===== src/rtl/vga_fetch_pkg.sv =====
// vga_fetch_pkg: shared types and helpers for the VGA pixel fetcher.
package vga_fetch_pkg;

  // One RGB332 pixel as stored in the framebuffer.
  typedef struct packed {
    logic [2:0] r;
    logic [2:0] g;
    logic [1:0] b;
  } rgb332_t;

  // Fetcher control states.
  typedef enum logic [1:0] {
    WAIT_FRAME = 2'd0,
    FETCH      = 2'd1,
    DONE       = 2'd2
  } fetch_state_t;

  // Number of visible pixels in one frame (FRAME_PIXELS).
  function automatic int unsigned frame_pixels(input int unsigned h_active,
                                               input int unsigned v_active);
    return h_active * v_active;
  endfunction

endpackage


===== src/rtl/pixel_fifo.sv =====
// pixel_fifo: synchronous show-ahead FIFO of RGB332 pixels.
// The head entry is visible on `head` without a pop; `head` reads 0 when empty.
// Flush has priority over push and pop.
module pixel_fifo
  import vga_fetch_pkg::*;
#(
  parameter int DEPTH = 16,
  localparam int PTR_W = $clog2(DEPTH)
) (
  input  logic           clk,
  input  logic           rst,
  input  logic           push,
  input  logic           pop,
  input  logic           flush,
  input  rgb332_t        din,
  output rgb332_t        head,
  output logic [PTR_W:0] count,
  output logic           empty,
  output logic           full
);

  rgb332_t          mem [DEPTH];
  logic [PTR_W-1:0] rd_ptr;
  logic [PTR_W-1:0] wr_ptr;
  logic             do_push;
  logic             do_pop;

  assign empty   = (count == '0);
  assign full    = (count == (PTR_W+1)'(DEPTH));
  assign do_push = push & ~full;
  assign do_pop  = pop & ~empty;
  assign head    = empty ? rgb332_t'('0) : mem[rd_ptr];

  // Storage write port.
  // NOTE: the data array has no reset; only pointers and count define validity,
  // so resetting the array would add logic without changing behaviour.
  always_ff @(posedge clk) begin
    if (do_push) mem[wr_ptr] <= din;
  end

  // Pointer and occupancy tracking; flush empties the FIFO in one cycle.
  // NOTE: sequential state uses non-blocking assignments so every register
  // samples pre-edge values regardless of statement order.
  always_ff @(posedge clk) begin
    if (rst || flush) begin
      rd_ptr <= '0;
      wr_ptr <= '0;
      count  <= '0;
    end else begin
      if (do_push) wr_ptr <= wr_ptr + 1'b1;
      if (do_pop)  rd_ptr <= rd_ptr + 1'b1;
      if (do_push && !do_pop)      count <= count + 1'b1;
      else if (!do_push && do_pop) count <= count - 1'b1;
    end
  end

endmodule


===== src/rtl/vga_pixel_fetcher.sv =====
// vga_pixel_fetcher: streams one frame of RGB332 pixels from a framebuffer
// into a show-ahead FIFO feeding the VGA driver. Restarts on every vsync rise.
// Optional build macro VGA_FETCH_STATS_EN adds the 16-bit underflow_cnt port.
module vga_pixel_fetcher
  import vga_fetch_pkg::*;
#(
  parameter int H_ACTIVE   = 640,
  parameter int V_ACTIVE   = 480,
  parameter int FIFO_DEPTH = 16,
  parameter int ADDR_W     = 19,
  localparam int CNT_W     = $clog2(FIFO_DEPTH) + 1
) (
  input  logic              clk25MHz,
  input  logic              rst,
  input  logic              en,
  input  logic              need_pixel,
  input  logic              vsync,
  output logic              mem_req,
  output logic [ADDR_W-1:0] mem_addr,
  input  logic              mem_ready,
  input  logic              mem_rvalid,
  input  logic [7:0]        mem_rdata,
  output logic [7:0]        colors,
  output logic              underflow,
  output logic [CNT_W-1:0]  fill_level
`ifdef VGA_FETCH_STATS_EN
  ,
  output logic [15:0]       underflow_cnt
`endif
);

  localparam int unsigned       PIXELS    = frame_pixels(H_ACTIVE, V_ACTIVE);
  localparam logic [ADDR_W-1:0] LAST_ADDR = ADDR_W'(PIXELS - 1);

  fetch_state_t     state_q, state_d;
  logic             vsync_q;
  logic             frame_start;
  logic             accept;
  logic             pop_req;
  logic             underflow_hit;
  logic             mem_req_d;
  logic [ADDR_W-1:0] mem_addr_d;
  logic [CNT_W-1:0] out_q, out_d;
  logic [CNT_W-1:0] discard_q, discard_d;
  logic             underflow_d;
  logic [CNT_W-1:0] count_next;
  logic [CNT_W:0]   credit_sum;

  logic             fifo_push;
  logic             fifo_pop;
  logic             fifo_empty;
  logic             fifo_full;
  logic [CNT_W-1:0] fifo_count;
  rgb332_t          fifo_head;

  assign frame_start   = vsync & ~vsync_q;
  assign accept        = mem_req & mem_ready;
  assign pop_req       = need_pixel & en;
  assign underflow_hit = pop_req & fifo_empty;
  // Responses to requests issued before the last frame start are dropped.
  assign fifo_push     = mem_rvalid & (discard_q == '0) & ~fifo_full;
  assign fifo_pop      = pop_req & ~fifo_empty;

  pixel_fifo #(.DEPTH(FIFO_DEPTH)) u_fifo (
    .clk   (clk25MHz),
    .rst   (rst),
    .push  (fifo_push),
    .pop   (fifo_pop),
    .flush (frame_start),
    .din   (rgb332_t'(mem_rdata)),
    .head  (fifo_head),
    .count (fifo_count),
    .empty (fifo_empty),
    .full  (fifo_full)
  );

  assign colors     = fifo_head;
  assign fill_level = fifo_count;

  // Predict next-cycle FIFO occupancy so credit is judged on the values
  // that hold when a newly raised request becomes visible.
  // NOTE: every always_comb output gets a default first so no path leaves it
  // unassigned, which would otherwise infer a latch.
  always_comb begin
    count_next = fifo_count;
    if (frame_start)               count_next = '0;
    else if (fifo_push && !fifo_pop) count_next = fifo_count + 1'b1;
    else if (!fifo_push && fifo_pop) count_next = fifo_count - 1'b1;
  end

  // Next-state, request handshake, credit and bookkeeping.
  always_comb begin
    state_d     = state_q;
    mem_req_d   = mem_req;
    mem_addr_d  = mem_addr;
    out_d       = out_q;
    discard_d   = discard_q;
    underflow_d = underflow | underflow_hit;
    credit_sum  = '0;

    unique case ({accept, mem_rvalid})
      2'b10:   out_d = out_q + 1'b1;
      2'b01:   out_d = out_q - 1'b1;
      default: out_d = out_q;
    endcase

    if (mem_rvalid && discard_q != '0) discard_d = discard_q - 1'b1;

    unique case (state_q)
      FETCH:      if (accept && mem_addr == LAST_ADDR) state_d = DONE;
      WAIT_FRAME: state_d = WAIT_FRAME;
      DONE:       state_d = DONE;
      default:    state_d = WAIT_FRAME;
    endcase

    // The address stops on the last pixel rather than wrapping.
    if (accept && mem_addr != LAST_ADDR) mem_addr_d = mem_addr + 1'b1;

    // A pending request holds until accepted; otherwise raise on credit.
    credit_sum = {1'b0, count_next} + {1'b0, out_d};
    if (mem_req && !accept) mem_req_d = 1'b1;
    else mem_req_d = (state_d == FETCH) && (credit_sum < (CNT_W+1)'(FIFO_DEPTH));

    // Frame start abandons any unaccepted request and marks every
    // in-flight read as stale.
    if (frame_start) begin
      state_d     = FETCH;
      mem_req_d   = 1'b0;
      mem_addr_d  = '0;
      discard_d   = out_d;
      underflow_d = 1'b0;
    end
  end

  // Control and handshake registers.
  always_ff @(posedge clk25MHz) begin
    if (rst) begin
      state_q   <= WAIT_FRAME;
      vsync_q   <= 1'b0;
      mem_req   <= 1'b0;
      mem_addr  <= '0;
      out_q     <= '0;
      discard_q <= '0;
      underflow <= 1'b0;
    end else begin
      state_q   <= state_d;
      vsync_q   <= vsync;
      mem_req   <= mem_req_d;
      mem_addr  <= mem_addr_d;
      out_q     <= out_d;
      discard_q <= discard_d;
      underflow <= underflow_d;
    end
  end

`ifdef VGA_FETCH_STATS_EN
  logic [15:0] ucnt_q;

  // Per-frame saturating count of pops attempted on an empty FIFO.
  always_ff @(posedge clk25MHz) begin
    if (rst || frame_start)                      ucnt_q <= '0;
    else if (underflow_hit && ucnt_q != 16'hFFFF) ucnt_q <= ucnt_q + 1'b1;
  end

  assign underflow_cnt = ucnt_q;
`endif

endmodule

===== config.mk =====
export PLATFORM = sky130hd
export DESIGN_NAME = vga_pixel_fetcher
export DESIGN_NICKNAME = d
export VERILOG_FILES = /design/src/rtl/vga_fetch_pkg.sv /design/src/rtl/pixel_fifo.sv /design/src/rtl/vga_pixel_fetcher.sv
export SDC_FILE = /design/constraint.sdc
export NUM_CORES = 1
export LEC_CHECK = 0
export CAP_MARGIN = 20
export CORE_ASPECT_RATIO = 1.1
export CORE_UTILIZATION = 50
export CTS_CLUSTER_SIZE = 20
export DETAILED_ROUTE_END_ITERATION = 16
export PLACE_DENSITY = 0.69
export SYNTH_ARGS = -nofsm -noshare
export SYNTH_HDL_FRONTEND = slang
export SYNTH_SLANG_ARGS = --single-unit

===== constraint.sdc =====
create_clock -name clk25MHz -period 3.68 [get_ports clk25MHz]
set_input_delay 0.552 -clock clk25MHz [delete_from_list [all_inputs] [get_ports clk25MHz]]
set_output_delay 0.552 -clock clk25MHz [all_outputs]
set_load 0.005 [all_outputs]

==> impl_metrics.env, run 1 <==
export IMPL_status="finished clean"
export IMPL_die_area_um2=16200
export IMPL_drv_slew=0
export IMPL_cap_viol_max_count=0
export IMPL_drc=0
export IMPL_synth_edf_count=128
export IMPL_worst_pin_slew_ns=1.085
export IMPL_dp_worst_setup_slack_ns=-0.4740
export IMPL_ys_warn_count=0
export IMPL_combPwrFrac_pct=16.7
export IMPL_required_ns=4.05
export IMPL_wl_per_cell_um=19.24
export IMPL_grt_use_met3_pct=4.795
export IMPL_synth_top_family_by_area="multiplexers"
export IMPL_synth_main_ff_cell="edfxtp_1"
export IMPL_clk_path_buf_depth=2
export IMPL_vias=4589
export IMPL_cts_tree="done"
export IMPL_crit_arrival_ns=3.94
export IMPL_period_minus_slack_ns=3.568
export IMPL_synth_simple_area_share_pct=11.62
export IMPL_whs_ns=0.4818
export IMPL_total_leakage_power_uw=0.003055
export IMPL_p_clk_share_pct=35.8
export IMPL_grt_busiest_layer="met2"
export IMPL_period_share_pct=96.95
export IMPL_grt_max_degree=33
export IMPL_worst_setup_path_end_kind="register"
export IMPL_ys_seq_area_share_pct=61.98
export IMPL_synth_compound_area_share_pct=4.607
export IMPL_cts_inserted_buffers=17
export IMPL_nNetsFinal=648
export IMPL_setup_tns_ns=0
export IMPL_intPower_uw=3548
export IMPL_use_met2_pct=37.47
export IMPL_sw_frac_of_total_pct=25.15
export IMPL_insertion_delay_ns=0.43
export IMPL_via_per_inst=5.596
export IMPL_cp_max_fo=4
export IMPL_cts_sinks=179
export IMPL_power_switching_uw=1192
export IMPL_die_w_um=121.5
export IMPL_grt_first_pass_wirelength_mm=25.22
export IMPL_die_y_um=133.4
export IMPL_grtUsageMet1_pct=25.00
export IMPL_final_hold_viol_count=0
export IMPL_cts_root_buf="clkbuf_16"
export IMPL_rows=47
export IMPL_port_buffers=48
export IMPL_globalplace_congestion=0.8473
export IMPL_htreeDepth=4
export IMPL_grtUsageTotal_pct=21.10
export IMPL_synth_adder_area_share_pct=3.730
export IMPL_diodes=0
export IMPL_ys_ff_latch=179
export IMPL_worstSetupPathType="in2reg"
export IMPL_grt_pass1_vias=4796
export IMPL_finalSetupViolCount=0
export IMPL_syn_area_per_cell_um2=14.48
export IMPL_antenna_found_initial=0
export IMPL_routed_wl_mm=15.78
export IMPL_synthCells=542
export IMPL_fin_worst_skew_ns=0.01181
export IMPL_grt_overflow_total=0
export IMPL_synth_distinct_cells=58
export IMPL_finalWorstSetupSlack_ns=0.1122
export IMPL_ant_nets=0
export IMPL_coreArea_um2=15170
export IMPL_cts_hold_buffers=0
export IMPL_synthMuxAreaShare_pct=11.99
export IMPL_max_slew_margin_rel_pct=26.97
export IMPL_pin_count=49
export IMPL_clkTransAtPathRegs_ns=0.06
export IMPL_synth_xor_xnor_area_share_pct=3.969
export IMPL_ys_async_sr_fraction_pct=0
export IMPL_drive_gt1_share_pct=19.23
export IMPL_area_delta_synth_final_pct=18.79
export IMPL_timing_fmax_ghz=0.2803
export IMPL_cp_start_kind="input pin"
export IMPL_pwr_share_seq_pct=47.4
export IMPL_syn_nets=579
export IMPL_dr_pass1_iters=4
export IMPL_drtIter0Drc=332
export IMPL_hold_class="reg2reg"
export IMPL_ir_drop_uv=322.1
export IMPL_syn_cell_area_um2=7849
export IMPL_power_density_nw_per_um2=508.3
export IMPL_start_util_pct=51.73
export IMPL_hpwlAfterDp_mm=10.98
## final cells by class
cell class,instances,area [um2]
Tap cell,196,245.2
Fill cell,1146,5848
Multi-Input combinational cell,322,2904
Clock inverter,15,135.1
Clock buffer,17,425.4
Inverter,18,67.56
Sequential cell,179,4866
Timing Repair Buffer,73,680.7
## layer usage
| metal | wire (um) | vias to the layer above |
|---|---|---|
| met5 | 0 | - |
| met3 | 516 | 18 |
| li1 | - | 2184 |
| met4 | 216 | 0 |
| met1 | 6594 | 2281 |
| met2 | 8447 | 106 |
## what timing repair did
item                       4_1_cts  5_1_grt
buffers inserted                 0        0
gates resized for setup          2       10
pin swaps                        0        1
setup endpoints to repair        1        1
## cell usage after synthesis (all sizes together), types with 3 or more instances
cell	n	area, um2
nand2b	6	37.54
dfxtp	51	1021
ha	21	262.8
nor2	43	161.4
edfxtp	128	3844
nand3	9	50.05
or4	3	26.27
o21ai	11	58.80
and2	17	106.4
mux2i	4	40.04
a21oi	18	93.84
inv	18	67.56
buf	5	30.02
a211oi	5	42.54
nor3b	3	22.52
or3	3	18.77
xor2	16	140.1
o211ai	7	52.55
nor4	5	31.28
xnor2	17	148.9
nand2	27	101.4
nor3	10	55.05
nor4b	5	58.80
mux4	40	900.9
clkbuf	18	67.56
o2111ai	3	26.28
nand4	9	56.30
nor2b	15	93.84
and3	5	32.53
## cell families after synthesis
group / Yosys count
AOI/OAI and AO/OA: 54
xor gates and xnor gates: 34
adders and majority gates: 23
buffers and inverters: 41
DFF: 179
muxes: 44
and+or+nand+nor: 167
## worst paths after layout
path                     to  slack [ns]  depth (start not counted)            start
hold reg to reg   underflow        0.48                          2        underflow
setup / recovery    mem_req        0.11                         17        mem_ready
setup reg to reg    mem_req        0.33                         14  u_fifo.count[1]
hold / removal    underflow        0.48                          2        underflow
## sequential cells by signal, summed over array words and instances, names as in the netlist, named ones only
register	cells
discard_q	5
mem_addr	19
mem_req	1
out_q	5
state_q	2
u_fifo.count	5
u_fifo.mem	128
u_fifo.rd_ptr	4
u_fifo.wr_ptr	4
underflow	1
vsync_q	1
## power by group through the flow
| stage | registers, uW | clock network, uW | logic [uW] |
|---|---|---|---|
| floorplan | 2280 | 0 | 457 |
| global placement | 2290 | 0 | 752 |
| detailed placement | 2290 | 0 | 767 |
| CTS | 2250 | 1720 | 779 |
| global route | 2250 | 1810 | 870 |
| finish | 2250 | 1700 | 794 |
## critical path: stages
cell	delay [ns]
clkdlybuf4s50_1	0.42
and2_4	0.17
inv_2	0.07
ha_4	0.14
inv_1	0.09
fa_2	0.35
nor2b_2	0.12
o21ai_2	0.08
nor4b_4	0.14
or3b_4	0.38
nand2_2	0.07
ha_1	0.22
or4_4	0.53
a221oi_4	0.20
o311a_4	0.24
o211ai_1	0.09
nand2_1	0.06
## cells in the final DEF, fill, tap and decap left out, drive strengths merged, types with 4 or more instances in the layout
cell type      netlist  routed
o211ai               7       7
nor4                 5       5
buf                  5      25
nand2b               6       6
xnor2               17      17
clkbuf              18      17
clkinvlp             0       6
nor3                10      10
inv                 18      20
a21oi               18      18
mux4                40      40
nor2                43      43
a211oi               5       5
clkinv               0       6
xor2                16      16
nor4b                5       5
nand3                9       9
clkdlybuf4s50        0      48
edfxtp             128     128
nand2               27      27
ha                  21      21
o21ai               11      11
nor2b               15      15
mux2i                4       4
dfxtp               51      51
and2                17      17
and3                 5       5
nand4                9       9
## stage by stage
step,cell area [um2],utilization [%],instances,total power (uW)
detailed placement,8706,57.38,788,3058
finish,9324,61.45,820,4740
global route,9324,61.45,820,4938
global placement,8706,57.38,788,3038
floorplan,7871,-,542,2740
CTS,9275,61.13,820,4753
Note: power is estimated with default switching activity, not from simulation.
==> run 2, diff against run 1 <==
--- a/config.mk
+++ b/config.mk
@@ -11,6 +11,7 @@
 export CTS_CLUSTER_SIZE = 20
 export DETAILED_ROUTE_END_ITERATION = 16
 export PLACE_DENSITY = 0.69
+export SLEW_MARGIN = 5
 export SYNTH_ARGS = -nofsm -noshare
 export SYNTH_HDL_FRONTEND = slang
 export SYNTH_SLANG_ARGS = --single-unit
==> results of run 2 <==
Same layout as run 1: the final DEF is identical, and so are final timing and power.
==> run 3, diff against run 2 <==
--- a/config.mk
+++ b/config.mk
@@ -10,7 +10,7 @@
 export CORE_UTILIZATION = 50
 export CTS_CLUSTER_SIZE = 20
 export DETAILED_ROUTE_END_ITERATION = 16
-export PLACE_DENSITY = 0.69
+export PLACE_DENSITY = 0.66
 export SLEW_MARGIN = 5
 export SYNTH_ARGS = -nofsm -noshare
 export SYNTH_HDL_FRONTEND = slang
==> constraint.sdc (replaced) <==
create_clock -name clk25MHz -period 3.85 [get_ports clk25MHz]
set_input_delay 0.5775 -clock clk25MHz [delete_from_list [all_inputs] [get_ports clk25MHz]]
set_output_delay 0.5775 -clock clk25MHz [all_outputs]
set_load 0.01 [all_outputs]
==> run 3 against run 2 <==
  * Clock power grew 5%
  * Worst setup slack gained 0.056 ns
  * Highest routed layer unchanged
  * Register-to-register slack gained 0.10 ns
  * Design area shrank 0.47%
  * First-iteration DRC count shrank 15%
  * Final cell count shrank 0.85%
==> impl_metrics.env, run 3 (synthesis results as in run 1) <==
export IMPL_grt_overflow_total=0
export IMPL_seq_area_um2=4866
export IMPL_worst_pin_slew_ns=0.9388
export IMPL_crit_cells=17
export IMPL_cts_inserted_buffers=17
export IMPL_rr_startpoint="mem_req"
export IMPL_port_buffers=48
export IMPL_hpwlAfterDp_mm=10.70
export IMPL_drc=0
export IMPL_grt_pass1_vias=4832
export IMPL_worst_path_buf_inv=3
export IMPL_timing_fmax_ghz=0.2716
export IMPL_area_delta_synth_final_pct=18.24
export IMPL_slowest_stage="or4_4"
export IMPL_drtIter0Drc=282
export IMPL_routed_wl_mm=15.60
export IMPL_p_clk_share_pct=38.3
export IMPL_vias=4590
export IMPL_power_density_nw_per_um2=504.5
export IMPL_cp_cell_sequence="clkdlybuf4s50_1 -> and2_4 -> inv_2 -> ha_2 -> inv_1 -> fa_2 -> nor2b_1 -> o21ai_1 -> nor4b_2 -> or3b_4 -> nand2_1 -> ha_1 -> or4_4 -> a221oi_2 -> o311a_4 -> o211ai_1 -> nand2_1"
export IMPL_layout_common_cells="edfxtp_1, dfxtp_1, clkdlybuf4s50_1"
export IMPL_grt_max_degree=33
export IMPL_regToRegSetupSlack_ns=0.43
export IMPL_rr_endpoint="mem_req"
export IMPL_grtUsageTotal_pct=21.16
export IMPL_largest_reg_flops=128
export IMPL_ant_nets=0
export IMPL_globalplace_congestion=0.8450
export IMPL_die_y_um=133.4
export IMPL_die_area_um2=16200
export IMPL_crit_arrival_ns=4.05
export IMPL_drv_slew=0
export IMPL_layout_commonest_cell="edfxtp_1"
export IMPL_whs_ns=0.4725
export IMPL_required_ns=4.22
export IMPL_multi_input_area_um2=2856
export IMPL_grt_first_pass_wirelength_mm=25.60
export IMPL_power_switching_uw=1128
export IMPL_fin_util_pct=61.17
export IMPL_fin_cells=813
export IMPL_cp_max_fo=3
export IMPL_period_minus_slack_ns=3.682
export IMPL_dpl_cell_count=781
export IMPL_cts_root_buf="clkbuf_16"
export IMPL_worstSetupPathType="in2reg"
export IMPL_n_fill_cell=1171
export IMPL_cp_start_kind="input pin"
export IMPL_via_per_inst=5.646
export IMPL_cap_viol_max_count=0
export IMPL_dr_pass1_iters=4
export IMPL_regMostFlops="u_fifo.mem"
export IMPL_insertion_delay_ns=0.42
export IMPL_diodes=0
export IMPL_total_leakage_power_uw=0.003036
export IMPL_dp_worst_setup_slack_ns=-0.4100
export IMPL_htreeDepth=4
export IMPL_hold_class="reg2reg"
export IMPL_status="finished clean"
export IMPL_max_slew_margin_rel_pct=37.42
export IMPL_fin_worst_skew_ns=0.008364
export IMPL_die_w_um=121.5
export IMPL_intPower_uw=3554
export IMPL_reg_top3="u_fifo.mem: 128 flops, mem_addr: 19 flops"
export IMPL_combPwrFrac_pct=15.5
export IMPL_antenna_found_initial=0
export IMPL_start_util_pct=51.73
export IMPL_nNetsFinal=642
export IMPL_finalWorstSetupSlack_ns=0.1678
export IMPL_pwr_share_seq_pct=46.3
export IMPL_cts_tree="done"
export IMPL_cpPeakStageDelay_ns=0.51
export IMPL_clk_path_buf_depth=2
export IMPL_clkTransAtPathRegs_ns=0.06
export IMPL_rows=47
export IMPL_ir_drop_uv=318.7
export IMPL_period_share_pct=95.64
export IMPL_sw_frac_of_total_pct=24.09
export IMPL_drive_gt1_share_pct=17.67
export IMPL_coreArea_um2=15170
export IMPL_cts_sinks=179
export IMPL_wl_per_cell_um=19.19
export IMPL_worstSetupEndpoint="mem_req"
export IMPL_cp_startpoint="mem_ready"
export IMPL_path_common_cell="nand2_1"
export IMPL_crit_family="simple AND/OR/NAND/NOR gates"
export IMPL_finalSetupViolCount=0
export IMPL_worst_setup_path_end_kind="register"
export IMPL_pin_count=49
export IMPL_final_hold_viol_count=0
export IMPL_rr_worst_depth=16
## run 3: cell count changes in the layout (fill, tap and decap cells not counted), sizes merged
cell / change
buf: -7
bufinv: +3
clkinvlp: -3
clkbuf: +1
clkinv: -1
## run 3: worst register-to-register path: cells and delay by family (launching register included)
family	cells	cell delay [ns]
AO/OA/AOI/OAI	4	0.62
buffers and inverters	2	0.13
AND/OR/NAND/NOR	7	1.50
adder cells (fa/ha/maj)	3	0.77
flip-flops	1	0.34
## run 3: routing by layer
layer,vias to the layer above,global-route usage [%],part of all wire (%)
met3,23,4.110,2.8
met5,-,0,0
li1,2181,-,-
met4,0,8.505,1.8
met2,94,35.98,53
met1,2292,26.42,43
## run 3: power by group through the flow
stage | clock network, uW | logic (uW) | registers (uW)
3_5_place_dp | 0 | 720 | 2210
3_3_place_gp | 0 | 701 | 2200
2_1_floorplan | 0 | 449 | 2190
4_1_cts | 1820 | 725 | 2170
6_report | 1790 | 725 | 2170
5_1_grt | 1900 | 798 | 2170
## run 3: timing repair
item / in CTS / in global routing
hold buffers: 0 / 0
endpoints found under the setup margin: 0 / 1
buffers inserted: 0 / 0
resized for setup: 0 / 7
## run 3: final cells by class
type / count / area share [%]
clock buffers: 17 / 4.584
multi-input cells: 322 / 30.78
repair buffers: 67 / 6.822
inverters: 18 / 0.7281
clock inverters: 14 / 2.009
flip-flops and latches: 179 / 52.43
well taps: 196 / 2.643
## run 3: worst min path at each step
stage                     startpoint         to  slack [ns]  cells after the start
finish                     underflow  underflow        0.47                      2
global route               underflow  underflow        0.50                      2
CTS                        underflow  underflow        0.47                      2
detailed placement         underflow  underflow        0.46                      2
global placement           underflow  underflow        0.45                      2
floorplan           u_fifo.rd_ptr[1]   register        0.47                      2
## run 3: metrics by stage
stage / instance area [um2] / total power, uW / setup TNS [ns]
2_1_floorplan: 7858 / 2636 / 0
3_3_place_gp: 8641 / 2905 / -0.2693
3_5_place_dp: 8641 / 2926 / -0.4100
4_1_cts: 9253 / 4707 / 0
5_1_grt: 9280 / 4864 / -0.007681
6_report: 9280 / 4682 / 0
